## config.mk

```make
export PLATFORM = sky130hd
export DESIGN_NAME = uart_tx_fifo
export DESIGN_NICKNAME = d
export VERILOG_FILES = /design/src/rtl/uart_tx_fifo.sv
export SDC_FILE = /design/constraint.sdc
export NUM_CORES = 1
export LEC_CHECK = 0
export BUFFER_PORTS_ARGS = -buffer_cell sky130_fd_sc_hd__buf_2
export CORE_UTILIZATION = 50
export DETAILED_ROUTE_END_ITERATION = 16
export GPL_TIMING_DRIVEN = 0
export HOLD_SLACK_MARGIN = 0.03
export PLACE_DENSITY = 0.68
export SLEW_MARGIN = 20
export SYNTH_ARGS = -nofsm -noshare
export SYNTH_HDL_FRONTEND = slang
export SYNTH_SLANG_ARGS = --single-unit
```

## constraint.sdc

```tcl
create_clock -name clk_3125 -period 4.6 [get_ports clk_3125]
set_input_delay 0.23 -clock clk_3125 [delete_from_list [all_inputs] [get_ports clk_3125]]
set_output_delay 0.23 -clock clk_3125 [all_outputs]
set_load 0.02 [all_outputs]
```

## src/rtl/uart_tx_fifo.sv

```systemverilog
`default_nettype none
// ============================================================================
// Module      : uart_tx_fifo
// Description : UART transmitter fed by a small write-side FIFO. Frames are
//               sent back-to-back with no idle gap while words are queued.
//               Frame shape (data width, parity, stop bits, bit order) is
//               fixed by parameters; parity sense is latched per frame.
// Revision    : 1.0 - initial release
// ============================================================================
module uart_tx_fifo #(
    parameter int CLKS_PER_BIT = 14,
    parameter int DATA_BITS    = 8,
    parameter int PARITY_EN    = 1,
    parameter int STOP_BITS    = 1,
    parameter int MSB_FIRST    = 1,
    parameter int DEPTH        = 4
) (
    input  logic                         clk_3125,
    input  logic                         rst_n,
    input  logic                         parity_type,
    input  logic                         wr_en,
    input  logic [DATA_BITS-1:0]         wr_data,
    output logic                         wr_full,
    output logic [$clog2(DEPTH+1)-1:0]   fifo_count,
    output logic                         tx,
    output logic                         tx_done,
    output logic                         busy
);

    localparam int c_CNT_W  = $clog2(CLKS_PER_BIT);
    localparam int c_IDX_W  = $clog2(DATA_BITS);
    localparam int c_PTR_W  = $clog2(DEPTH);
    localparam int c_FCNT_W = $clog2(DEPTH + 1);

    localparam logic [c_CNT_W-1:0]  c_CNT_LAST  = c_CNT_W'(CLKS_PER_BIT - 1);
    localparam logic [c_CNT_W-1:0]  c_CNT_ONE   = c_CNT_W'(1);
    localparam logic [c_IDX_W-1:0]  c_IDX_LAST  = c_IDX_W'(DATA_BITS - 1);
    localparam logic [c_IDX_W-1:0]  c_IDX_ONE   = c_IDX_W'(1);
    localparam logic [c_PTR_W-1:0]  c_PTR_ONE   = c_PTR_W'(1);
    localparam logic [c_FCNT_W-1:0] c_FCNT_ONE  = c_FCNT_W'(1);
    localparam logic [c_FCNT_W-1:0] c_FCNT_FULL = c_FCNT_W'(DEPTH);
    localparam logic                c_STOP_LAST = (STOP_BITS == 2);

    localparam logic [2:0] c_IDLE   = 3'd0;
    localparam logic [2:0] c_START  = 3'd1;
    localparam logic [2:0] c_DATA   = 3'd2;
    localparam logic [2:0] c_PARITY = 3'd3;
    localparam logic [2:0] c_STOP   = 3'd4;

    // ------------------------------------------------------------------
    // FIFO storage and bookkeeping
    // ------------------------------------------------------------------
    logic [DATA_BITS-1:0] r_mem [DEPTH];
    logic [c_PTR_W-1:0]   r_wr_ptr;
    logic [c_PTR_W-1:0]   r_rd_ptr;
    logic [c_FCNT_W-1:0]  r_count;
    logic [c_FCNT_W-1:0]  w_count_next;
    logic                 r_full;
    logic                 w_push;
    logic                 w_pop;
    logic [DATA_BITS-1:0] w_head;

    // ------------------------------------------------------------------
    // Transmit datapath and state
    // ------------------------------------------------------------------
    logic [2:0]           r_state;
    logic [c_CNT_W-1:0]   r_clk_cnt;
    logic [c_IDX_W-1:0]   r_bit_idx;
    logic                 r_stop_idx;
    logic [DATA_BITS-1:0] r_shift;
    logic                 r_par;
    logic                 r_tx;
    logic                 r_tx_done;
    logic                 r_busy;
    logic                 w_bit_end;
    logic                 w_frame_end;
    logic                 w_out_bit;
    logic [DATA_BITS-1:0] w_shift_next;

    // The full flag is registered, so a push in the same cycle as a pop from
    // a full FIFO is still dropped.
    assign w_push = wr_en && !r_full;
    assign w_head = r_mem[r_rd_ptr];

    assign w_bit_end   = (r_clk_cnt == c_CNT_LAST);
    assign w_frame_end = (r_state == c_STOP) && w_bit_end && (r_stop_idx == c_STOP_LAST);
    // A word leaves the FIFO either from idle or on the last stop-bit cycle,
    // which is what makes consecutive frames gapless.
    assign w_pop = (r_count != '0) && ((r_state == c_IDLE) || w_frame_end);

    // Next occupancy from this cycle's push/pop pair
    always_comb begin
        w_count_next = r_count;
        case ({w_push, w_pop})
            2'b10:   w_count_next = r_count + c_FCNT_ONE;
            2'b01:   w_count_next = r_count - c_FCNT_ONE;
            default: w_count_next = r_count;
        endcase
    end

    // Bit order selection: the outgoing bit is always at the shift end
    generate
        if (MSB_FIRST != 0) begin : g_msb_first
            assign w_out_bit    = r_shift[DATA_BITS-1];
            assign w_shift_next = {r_shift[DATA_BITS-2:0], 1'b0};
        end else begin : g_lsb_first
            assign w_out_bit    = r_shift[0];
            assign w_shift_next = {1'b0, r_shift[DATA_BITS-1:1]};
        end
    endgenerate

    // Storage array write; contents need no reset
    always_ff @(posedge clk_3125) begin
        if (w_push) begin
            r_mem[r_wr_ptr] <= wr_data;
        end
    end

    // FIFO pointers, occupancy and full flag
    always_ff @(posedge clk_3125 or negedge rst_n) begin
        if (!rst_n) begin
            r_wr_ptr <= '0;
            r_rd_ptr <= '0;
            r_count  <= '0;
            r_full   <= 1'b0;
        end else begin
            if (w_push) begin
                r_wr_ptr <= r_wr_ptr + c_PTR_ONE;
            end
            if (w_pop) begin
                r_rd_ptr <= r_rd_ptr + c_PTR_ONE;
            end
            r_count <= w_count_next;
            r_full  <= (w_count_next == c_FCNT_FULL);
        end
    end

    // Frame sequencer: start, data, optional parity, stop bits
    always_ff @(posedge clk_3125 or negedge rst_n) begin
        if (!rst_n) begin
            r_state    <= c_IDLE;
            r_clk_cnt  <= '0;
            r_bit_idx  <= '0;
            r_stop_idx <= 1'b0;
            r_shift    <= '0;
            r_par      <= 1'b0;
            r_tx       <= 1'b1;
            r_tx_done  <= 1'b0;
            r_busy     <= 1'b0;
        end else begin
            r_tx_done <= 1'b0;
            case (r_state)
                c_IDLE: begin
                    r_tx      <= 1'b1;
                    r_busy    <= 1'b0;
                    r_clk_cnt <= '0;
                    if (w_pop) begin
                        r_shift   <= w_head;
                        r_par     <= (^w_head) ^ parity_type;
                        r_tx      <= 1'b0;
                        r_busy    <= 1'b1;
                        r_state   <= c_START;
                    end
                end
                c_START: begin
                    if (w_bit_end) begin
                        r_clk_cnt <= '0;
                        r_bit_idx <= '0;
                        r_tx      <= w_out_bit;
                        r_shift   <= w_shift_next;
                        r_state   <= c_DATA;
                    end else begin
                        r_clk_cnt <= r_clk_cnt + c_CNT_ONE;
                    end
                end
                c_DATA: begin
                    if (w_bit_end) begin
                        r_clk_cnt <= '0;
                        if (r_bit_idx == c_IDX_LAST) begin
                            if (PARITY_EN != 0) begin
                                r_tx    <= r_par;
                                r_state <= c_PARITY;
                            end else begin
                                r_tx       <= 1'b1;
                                r_stop_idx <= 1'b0;
                                r_state    <= c_STOP;
                            end
                        end else begin
                            r_bit_idx <= r_bit_idx + c_IDX_ONE;
                            r_tx      <= w_out_bit;
                            r_shift   <= w_shift_next;
                        end
                    end else begin
                        r_clk_cnt <= r_clk_cnt + c_CNT_ONE;
                    end
                end
                c_PARITY: begin
                    if (w_bit_end) begin
                        r_clk_cnt  <= '0;
                        r_tx       <= 1'b1;
                        r_stop_idx <= 1'b0;
                        r_state    <= c_STOP;
                    end else begin
                        r_clk_cnt <= r_clk_cnt + c_CNT_ONE;
                    end
                end
                c_STOP: begin
                    if (w_bit_end) begin
                        r_clk_cnt <= '0;
                        if (r_stop_idx == c_STOP_LAST) begin
                            r_tx_done <= 1'b1;
                            if (w_pop) begin
                                r_shift <= w_head;
                                r_par   <= (^w_head) ^ parity_type;
                                r_tx    <= 1'b0;
                                r_state <= c_START;
                            end else begin
                                r_tx    <= 1'b1;
                                r_busy  <= 1'b0;
                                r_state <= c_IDLE;
                            end
                        end else begin
                            r_stop_idx <= 1'b1;
                        end
                    end else begin
                        r_clk_cnt <= r_clk_cnt + c_CNT_ONE;
                    end
                end
                default: begin
                    r_tx    <= 1'b1;
                    r_busy  <= 1'b0;
                    r_state <= c_IDLE;
                end
            endcase
        end
    end

    assign wr_full    = r_full;
    assign fifo_count = r_count;
    assign tx         = r_tx;
    assign tx_done    = r_tx_done;
    assign busy       = r_busy;

endmodule
`default_nettype wire

```

==> results of run 1 <==
layout make-up:
cell class | instances | area [sq um] | share of cell area [%]
sequential | 62 | 1710 | 51.6
multi-input combinational | 133 | 1140 | 34.3
clock buffer | 10 | 128 | 3.84
timing repair buffer | 19 | 100 | 3.01
tap | 72 | 90.1 | 2.71
clock inverter | 6 | 86.3 | 2.60
buffer | 10 | 47.5 | 1.43
inverter | 5 | 18.8 | 0.565
cells in the mapped netlist, types with 2 or more instances:
cell type | instances | share of area (%)
nor3_1 | 9 | 1.5
mux4_2 | 4 | 3.1
mux2_2 | 18 | 6.9
ha_1 | 9 | 3.9
nor2_1 | 9 | 1.2
nand3_1 | 2 | 0.34
dfrtp_1 | 29 | 25
and2_1 | 5 | 1.1
xnor2_1 | 10 | 3.0
nand2b_1 | 3 | 0.64
a22o_1 | 3 | 0.90
nand2_1 | 13 | 1.7
clkbuf_1 | 6 | 0.77
inv_1 | 5 | 0.64
mux4_1 | 4 | 3.6
o21ai_0 | 8 | 1.4
nor2b_1 | 3 | 0.64
edfxtp_1 | 32 | 33
a21oi_1 | 10 | 1.7
o22ai_1 | 3 | 0.64
xor2_1 | 4 | 1.2
power groups by stage:
stage          clock network [mW]  logic [mW]  registers, mW
3_5_place_dp                    0       0.996          0.863
5_1_grt                     0.556        1.11          0.874
3_3_place_gp                    0       0.973          0.857
4_1_cts                     0.530        1.00          0.854
6_report                    0.515       0.992          0.853
2_1_floorplan                   0       0.776          0.870
layer usage:
layer  vias to the layer above  routed length, um
met5                         -                  0
met4                         0                 44
met3                         6                158
met2                        39               2500
met1                       860               2260
li1                        839                  -
state kept, by name, indices dropped and copies added, names as in the netlist:
register and flops:
busy 1, r_shift 8, r_mem 32, wr_full 1, r_par 1, tx_done 1, tx 1, r_state 3
r_rd_ptr 2, r_clk_cnt 4, fifo_count 3, r_bit_idx 3, r_wr_ptr 2
cells by family (layout without fill, tap and decap cells):
kind of cell               after synthesis  after routing  synth area share (%)
AOI/OAI and AO/OA                       30             30                  6.48
xor gates and xnor gates                16             16                  5.53
adders and majority gates               10             10                  4.55
buffers and inverters                   15             50                  2.27
DFF                                     62             62                  58.7
muxes                                   27             27                  14.0
and+or+nand+nor                         50             50                  8.45
what timing repair did:
| item | in CTS | in global routing |
|---|---|---|
| hold buffers | 1 | 0 |
| endpoints found under the hold margin | 29 | 0 |
| setup buffers | 0 | 0 |
through the flow:
stage                     hold WS [ps]  setup slack, ps  utilization (%)
after floorplan                  -65.6             2060                -
after global placement             319             1750             55.6
after detailed placement           328             1770             55.6
after CTS                         97.4             1730             59.6
after global routing              87.4             1400             59.6
final                              110             1710             59.6
worst paths after layout:
check | from | end | slack, ps | depth (start not counted)
worst max-delay path | r_clk_cnt[0] | wr_full | 1710 | 11
worst min-delay path | wr_data[6] | r_mem[1][6] | 110 | 1
worst max register to register | r_clk_cnt[0] | wr_full | 1710 | 11
worst min register to register | r_bit_idx[1] | r_bit_idx[1] | 490 | 2
max in group asynchronous | rst_n | r_rd_ptr[1] | 3670 | 2
min in group asynchronous | rst_n | r_bit_idx[2] | 480 | 2
==> impl_results.md, run 1 <==
- FFs w/ async S/R, synth: 48.4%
- Cts bufs inserted: 9
- DP HPWL: 3350 um
- Status: completed
- GRT Overall Usage: approximately a fifth
- Row count: 27
- Cell Area, Placed: 3100 sq um
- Worst-Margin Slew: 789 ps
- Buffers on Ports: 18
- Setup TNS: 0 ps
- Vias per cell: 5.50
- Area of the core: about 5600 sq um
- Die X-Extent: approximately 78 um
- Crit-path cells: ha_1, nand3_1, nand2_1, and2_1, clkbuf_1, ha_1, fa_1, xnor2_1, nor2_1, xor2_1, nor3b_1
- Post-Layout Cell Count: 317
- Synth Area per Inst: 13.9 sq um
- Worst vdd ir: 351 uV
- Startpoint Class: flip-flop
- Met1 global-route usage: 24.4%
- Pwr Density: slightly above 700 nW/um^2
- Layout cells sized above 1: roughly a quarter
- Commonest non-fill, non-tap cells in the layout: edfxtp_1, dfrtp_1, buf_2
- Worst path slowest cell: dfrtp_1
- Largest net degree at the start of global routing: 31
- Initial Utilization: a little over half
- DRT Wirelength: 4970 um
- Layout Nets: between 200 and 300
- Clk sinks: 62
- Sw frac: between 30% and 40%
- CP Data Required Time: about 4800 ps
- P_int: 1.58 mW
- Unrepaired setup endpoints after global routing: no
- Drt first pass iters: 4
- Power Total: 2.36 mW
- Clock insertion delay at the later pin of the skew report: 330 ps
- Number of global-route vias before repair: 1782
- Global route overflow: 0
- Minimum clock period: 2890 ps
- CP Data Arrival Time: 3130 ps
- Post-route cell area: 3320 sq um
- Crit end category: flip-flop
- Max-slew headroom: 47.4%
- Post-Place Cells: 300
- Clock tree buffer depth: 2
- Most used cell, CP: ha_1
- Initial antenna violation count: 0
- CTS tree: yes
- Clock power share: 21.8%
- M2 GR Usage: between 30% and 40%
- EDFF count, synth: 32
- Worst Path Buf+Inv: 1
- Setup Viol. Count Final: 0
- Synthesized Nets: 232
- Post-CTS sizing: 0
- Sequential power share: 36.1%
- I/O pin count: 19
- Commonest non-fill, non-tap cell in the layout: edfxtp_1
- Post-synth cell types: 42
- CTS clk-pin slew, worst paths: 70 ps
- Gp weighted congestion: 0.768
- Most Crowded Layer GR: met2
- Synth-to-layout area growth: 13.9%
- Mapped Cells: 210
- Fill cell count: 448
- Synth Register Bits: 62
- First-pass GRT wire length: 8670 um
- M3 GR Usage: 6.63%
- Psw: 785 uW
- N_diodes: 0
- Final Max Tran Viols: 0
- HP Class: primary input to flip-flop
- Post-Syn Area: 2920 sq um
- ANT nets after route: 0
- Worst path max stage delay: about 460 ps
- DIE AREA: about 6100 sq um
- Clock Skews: 3.35 ps
- Max-Cap Viols: 0
- Final period util: 62.9%
- CP delay by family, top: simple AND/OR/NAND/NOR gates
- Wire length per cell: 15.7 um
- Ys flop type: edfxtp_1
- Crit Path Category: flip-flop to flip-flop
- Root buffer cell: clkbuf_8
- Cell leakage power: 1.34 nW
- Via count: 1744
- Peak Freq: 0.345 GHz
- Sequential element share of the synthesized area: 58.7%
- Endpoints failing hold: 0
- Post-route DRC: 0
- Drt initial violations: between 90 and 100
- Warnings from Yosys: 0
- Die height: 78.4 um
- CP max FO: 10
- H-tree lvl count: 3
- Combinational Power Share: 42.0%
(Power assumes the default switching activity.)
==> run 2: changes to the inputs <==
PLACE_DENSITY = 0.7   (was 0.68)
clock period = 2.5 ns   (was 4.6 ns; I/O delays follow)
==> impl_results.md, run 2 (same netlist as run 1, synthesis figures left out) <==
- Power Total: 4.24 mW (was 2.36 mW)
- Endpoints failing hold: 0 (unchanged)
- Routed met3 length: 137 um (was 158 um)
- Via count: 1789 (was 1744)
- Startpoint Class: flip-flop (unchanged)
- Die X-Extent: 78.4 um (unchanged)
- Met1 WL: 2260 um (about the same)
- CP Data Arrival Time: 2670 ps (was 3130 ps)
- Max-Cap Viols: 0 (unchanged)
- Fill cell count: 424 (was 448)
- Cell leakage power: 1.37 nW (was 1.34 nW)
- ANT nets after route: 0 (unchanged)
- Clock tree buffer depth: 2 (unchanged)
- Max-slew headroom: 48.3% (was 47.4%)
- Synth-to-layout area growth: 17.2% (was 13.9%)
- Buffers on Ports: 18 (unchanged)
- Clock Skews: 5.83 ps (was 3.35 ps)
- I/O pin count: 19 (unchanged)
- First-pass GRT wire length: 8300 um (was 8670 um)
- Final Max Tran Viols: 0 (unchanged)
- Final period util: 96.0% (was 62.9%)
- DIE AREA: 6140 sq um (unchanged)
- Drt initial violations: 120 (was 92)
- CTS tree: yes (unchanged)
- Post-route cell area: 3420 sq um (was 3320 sq um)
- Biggest register: r_mem (unchanged)
- Layout Nets: 272 (was 262)
- Row count: 27 (unchanged)
- Minimum clock period: 2400 ps (was 2890 ps)
- Unrepaired setup endpoints after global routing: no (unchanged)
- Reg-to-Reg Start: r_clk_cnt[0] (unchanged)
- Clock insertion delay at the later pin of the skew report: 340 ps (was 330 ps)
- Clk sinks: 62 (unchanged)
- Setup Viol. Count Final: 0 (unchanged)
- Area of the core: 5570 sq um (unchanged)
- Root buffer cell: clkbuf_8 (unchanged)
- Status: completed (unchanged)
- Drt first pass iters: 4 (unchanged)
- GRT Overall Usage: 18.4% (was 19.1%)
- Reg2Reg Depth: 10 (was 11)
- Crit end category: flip-flop (unchanged)
- Vias per cell: 5.47 (was 5.50)
- Peak Freq: 0.416 GHz (was 0.345 GHz)
- Worst-Margin Slew: 776 ps (was 789 ps)
- DRT Wirelength: 4880 um (was 4970 um)
- DP HPWL: 3190 um (was 3350 um)
- Reg2Reg Capture Point: wr_full (unchanged)
- Cts bufs inserted: 9 (unchanged)
- HP Class: primary input to asynchronous set/reset pin (was primary input to flip-flop)
- Largest net degree at the start of global routing: 31 (unchanged)
- CP max FO: 6 (was 10)
- Layout cells sized above 1: 28.6% (was 25.7%)
- Top sig layer: met4 (unchanged)
- Number of global-route vias before repair: 1708 (was 1782)
- CP Launch Point: r_clk_cnt[0] (unchanged)
- Largest registers: r_mem (32), r_shift (8), r_clk_cnt (4) (unchanged)
- Largest register FFs: 32 (unchanged)
- CP Data Required Time: 2770 ps (was 4840 ps)
- Global route overflow: 0 (unchanged)
- Worst reg2reg setup slack: 100 ps (was 1710 ps)
- Crit Path Category: flip-flop to flip-flop (unchanged)
- N_diodes: 0 (unchanged)
- Wire length per cell: 14.9 um (was 15.7 um)
- H-tree lvl count: 3 (unchanged)
- Commonest non-fill, non-tap cell in the layout: edfxtp_1 (unchanged)
- Worst vdd ir: 656 uV (was 351 uV)
- CTS clk-pin slew, worst paths: 70 ps (about the same)
- Initial antenna violation count: 0 (unchanged)
- Cell Area, Placed: 3100 sq um (about the same)
- Metal2 WL: 2360 um (was 2500 um)
- Pwr Density: 1240 nW/um^2 (was 711 nW/um^2)
- Gp weighted congestion: 0.758 (was 0.768)
- Initial Utilization: 52.3% (unchanged)
- Final Util: 61.3% (was 59.6%)
- Commonest non-fill, non-tap cells in the layout: edfxtp_1, dfrtp_1, buf_2 (unchanged)
- Die height: 78.4 um (unchanged)
- Post-route DRC: 0 (unchanged)
run 2: cell types whose count changed in the layout (fill, tap and decap cells not counted), moves of 2 or more:
cell / previous run / this run
buf_4: 0 / 4
clkbuf_1: 7 / 4
bufinv_16: 2 / 0
dlygate4sd3_1: 1 / 9
run 2: power breakdown:
group	internal, mW	switching (mW)
Sequential	1.40	0.184
Clock	0.360	0.410
Combinational	0.990	0.896
Total	2.75	1.49
run 2: how the worst max path moves through the flow:
| stage | endpoint | slack [ps] | depth (start not counted) |
|---|---|---|---|
| 2_1_floorplan | wr_full | 0.1 | 11 |
| 3_3_place_gp | wr_full | -340 | 11 |
| 3_5_place_dp | wr_full | -320 | 11 |
| 4_1_cts | wr_full | 50 | 10 |
| 5_1_grt | wr_full | 20 | 10 |
| 6_report | wr_full | 100 | 10 |
run 2: repair_timing:
action,CTS,global route
gates cloned,0,0
buffers inserted,1,3
hold buffers,9,0
setup endpoints to repair,3,1
hold endpoints to repair,61,0
resized for setup,7,1
run 2: per-layer routing:
metal / vias up / global-route usage, %
met5: - / 0
met4: 0 / 10.6
met3: 10 / 5.23
met2: 28 / 27.8
met1: 893 / 23.9
li1: 858 / -
run 2: final cells by class:
type,instances,area [sq um],area share (%)
flip-flops and latches,62,1710,50.1
multi-input cells,133,1170,34.3
clock inverters,7,50.0,1.46
repair buffers,31,210,6.15
inverters,5,18.8,0.549
plain buffers,8,40.0,1.17
well taps,72,90.1,2.64
clock buffers,9,124,3.62
run 2: through the flow:
step                hold slack [ps]  std cells  setup WS [ps]  TNS (ps)
global placement                217        300           -339      -597
detailed placement              206        300           -318      -587
CTS                             349        324           52.8         0
floorplan                      -171        210          0.147         0
global route                    368        327           19.9         0
finish                          348        327           98.9         0
run 2: worst max-delay path, cell delays in order (launching register included):
cell,delay (ps)
dfrtp_2,460
ha_2,240
nand3_4,110
nand2_1,110
and2_4,190
ha_1,210
fa_1,380
xnor2_1,130
nor2_1,120
xor2_1,200
nor3b_2,180
==> run 3: changes to the inputs <==
SETUP_SLACK_MARGIN = 0.1   (was not set)
==> impl_results.md, run 3 (same netlist as run 1, synthesis figures left out) <==
- Endpoints failing hold: 0 (unchanged)
- Fill cell count: 423 (was 424)
- Worst reg2reg setup slack: 240 ps (was 100 ps)
- Largest register FFs: 32 (unchanged)
- Initial antenna violation count: 0 (unchanged)
- Via count: 1764 (was 1789)
- Crit end category: flip-flop (unchanged)
- CP max FO: 4 (was 6)
- Pwr Density: 1270 nW/um^2 (was 1240 nW/um^2)
- Reg2Reg Capture Point: wr_full (unchanged)
- Minimum clock period: 2260 ps (was 2400 ps)
- DRT Wirelength: 4950 um (was 4880 um)
- Max-Cap Viols: 0 (unchanged)
- N_diodes: 0 (unchanged)
- I/O pin count: 19 (unchanged)
- Setup TNS: 0 ps (unchanged)
- Post-Layout Cell Count: 329 (was 327)
- Die height: 78.4 um (unchanged)
- Clock power share: 19.3% (was 18.2%)
- Sequential power share: 35.5% (was 37.3%)
- Largest net degree at the start of global routing: 31 (unchanged)
- Cts bufs inserted: 9 (unchanged)
- Wire length per cell: 15.0 um (was 14.9 um)
- Final period util: 90.5% (was 96.0%)
- CTS tree: yes (unchanged)
- Area of the core: 5570 sq um (unchanged)
- DIE AREA: 6140 sq um (unchanged)
- Startpoint Class: flip-flop (unchanged)
- Clock Skews: 8.67 ps (was 5.83 ps)
- Clock tree buffer depth: 2 (unchanged)
- Register area: 1710 sq um (unchanged)
- Root buffer cell: clkbuf_8 (unchanged)
- Met1 WL: 2330 um (was 2260 um)
- CP Data Required Time: 2750 ps (was 2770 ps)
- Cell leakage power: 1.39 nW (was 1.37 nW)
- Combinational Power Share: 45.1% (was 44.5%)
- Multi-input gate area: 1200 sq um (was 1170 sq um)
- Commonest non-fill, non-tap cell in the layout: edfxtp_1 (unchanged)
- Post-route DRC: 0 (unchanged)
- Synth-to-layout area growth: 19.7% (was 17.2%)
- Vias per cell: 5.36 (was 5.47)
- Post-route cell area: 3490 sq um (was 3420 sq um)
- Die X-Extent: 78.4 um (unchanged)
- Metal2 WL: 2420 um (was 2360 um)
- Setup WS pre-CTS: -126 ps (was -318 ps)
- Crit Path Category: flip-flop to flip-flop (unchanged)
- Routed met3 length: 137 um (unchanged)
- ANT nets after route: 0 (unchanged)
- Fin worst setup slack: 237 ps (was 98.9 ps)
- Drt initial violations: 100 (was 120)
- Biggest register: r_mem (unchanged)
- Gp weighted congestion: 0.748 (was 0.758)
- Largest registers: r_mem (32), r_shift (8), r_clk_cnt (4) (unchanged)
- Cell Area, Placed: 3110 sq um (was 3100 sq um)
- DP HPWL: 3250 um (was 3190 um)
- Number of global-route vias before repair: 1784 (was 1708)
- Final Max Tran Viols: 0 (unchanged)
- CTS clk-pin slew, worst paths: 70 ps (about the same)
- GRT Overall Usage: 18.8% (was 18.4%)
- Layout cells sized above 1: 30.7% (was 28.6%)
- Buffers on Ports: 18 (unchanged)
- Unrepaired setup endpoints after global routing: no (unchanged)
- Sw frac: 33.9% (was 35.1%)
- Psw: 1.50 mW (was 1.49 mW)
- Initial Utilization: 52.3% (unchanged)
- Global route overflow: 0 (unchanged)
- Clk sinks: 62 (unchanged)
- Commonest non-fill, non-tap cells in the layout: edfxtp_1, dfrtp_1, buf_2 (unchanged)
- Worst vdd ir: 678 uV (was 656 uV)
- Layout Nets: 274 (was 272)
- Status: completed (unchanged)
- H-tree lvl count: 3 (unchanged)
- Peak Freq: 0.442 GHz (was 0.416 GHz)
- Max-slew headroom: 54.5% (was 48.3%)
- Clock insertion delay at the later pin of the skew report: 330 ps (was 340 ps)
- Post-Place Cells: 300 (unchanged)
- Worst-Margin Slew: 683 ps (was 776 ps)
- HP Class: primary input to asynchronous set/reset pin (unchanged)
- CP Data Arrival Time: 2510 ps (was 2670 ps)
- P_int: 2.93 mW (was 2.75 mW)
- Setup Viol. Count Final: 0 (unchanged)
- Final Util: 62.6% (was 61.3%)
- Top sig layer: met4 (unchanged)
- Reg-to-Reg Start: r_clk_cnt[0] (unchanged)
- Drt first pass iters: 4 (unchanged)
- First-pass GRT wire length: 8590 um (was 8300 um)
- Row count: 27 (unchanged)
- Reg2Reg Depth: 10 (unchanged)
## run 3: power by group through the flow
stage / clock network (mW) / logic [mW] / registers [mW]
finish: 0.856 / 2.00 / 1.58
global route: 0.922 / 2.23 / 1.61
CTS: 0.879 / 1.94 / 1.57
detailed placement: 0 / 1.84 / 1.59
global placement: 0 / 1.80 / 1.58
floorplan: 0 / 1.44 / 1.61
## run 3: worst max path at each step
stage                 start  endpoint  slack [ps]  depth (start not counted)
2_1_floorplan  r_clk_cnt[0]   wr_full         130                         11
3_3_place_gp   r_clk_cnt[0]   wr_full        -130                         11
3_5_place_dp   r_clk_cnt[0]   wr_full        -130                         11
4_1_cts        r_clk_cnt[0]   wr_full         120                         11
5_1_grt             wr_full   wr_full         100                          9
6_report       r_clk_cnt[0]   wr_full         240                         10
## run 3: metrics by stage
| stage | total power, mW | hold slack (ps) |
|---|---|---|
| 3_3_place_gp | 3.38 | 210 |
| 5_1_grt | 4.76 | 404 |
| 4_1_cts | 4.39 | 342 |
| 6_report | 4.43 | 359 |
| 2_1_floorplan | 3.04 | -171 |
| 3_5_place_dp | 3.43 | 213 |
## run 3: per-layer routing
| layer | up-vias | GRT usage [%] |
|---|---|---|
| li1 | 854 | - |
| met1 | 876 | 23.7 |
| met2 | 28 | 30.7 |
| met3 | 6 | 5.93 |
| met4 | 0 | 6.67 |
| met5 | - | 0 |
## run 3: area by class of cell
type                       instances  area share (%)
sequential                        62            49.1
multi-input combinational        133            34.4
timing repair buffer              34            6.66
clock buffer                      10            3.65
tap                               72            2.58
clock inverter                     6            2.01
buffer                             7            1.04
inverter                           5           0.537
## run 3: timing repair
item,in CTS,in global routing
hold endpoints to repair,61,0
endpoints found under the setup margin,3,8
pin swaps,1,1
hold buffers,9,0
gates resized for setup,6,5
buffers inserted,4,3
## run 3: worst max-delay path: stages (launching register included)
cell and delay [ps]:
dfrtp_2 430, ha_4 180, nand3_4 80, nand2_1 90
and2_4 190, ha_4 160, fa_1 370, xnor2_1 140
nor2_1 150, xor2_1 200, nor3b_2 200
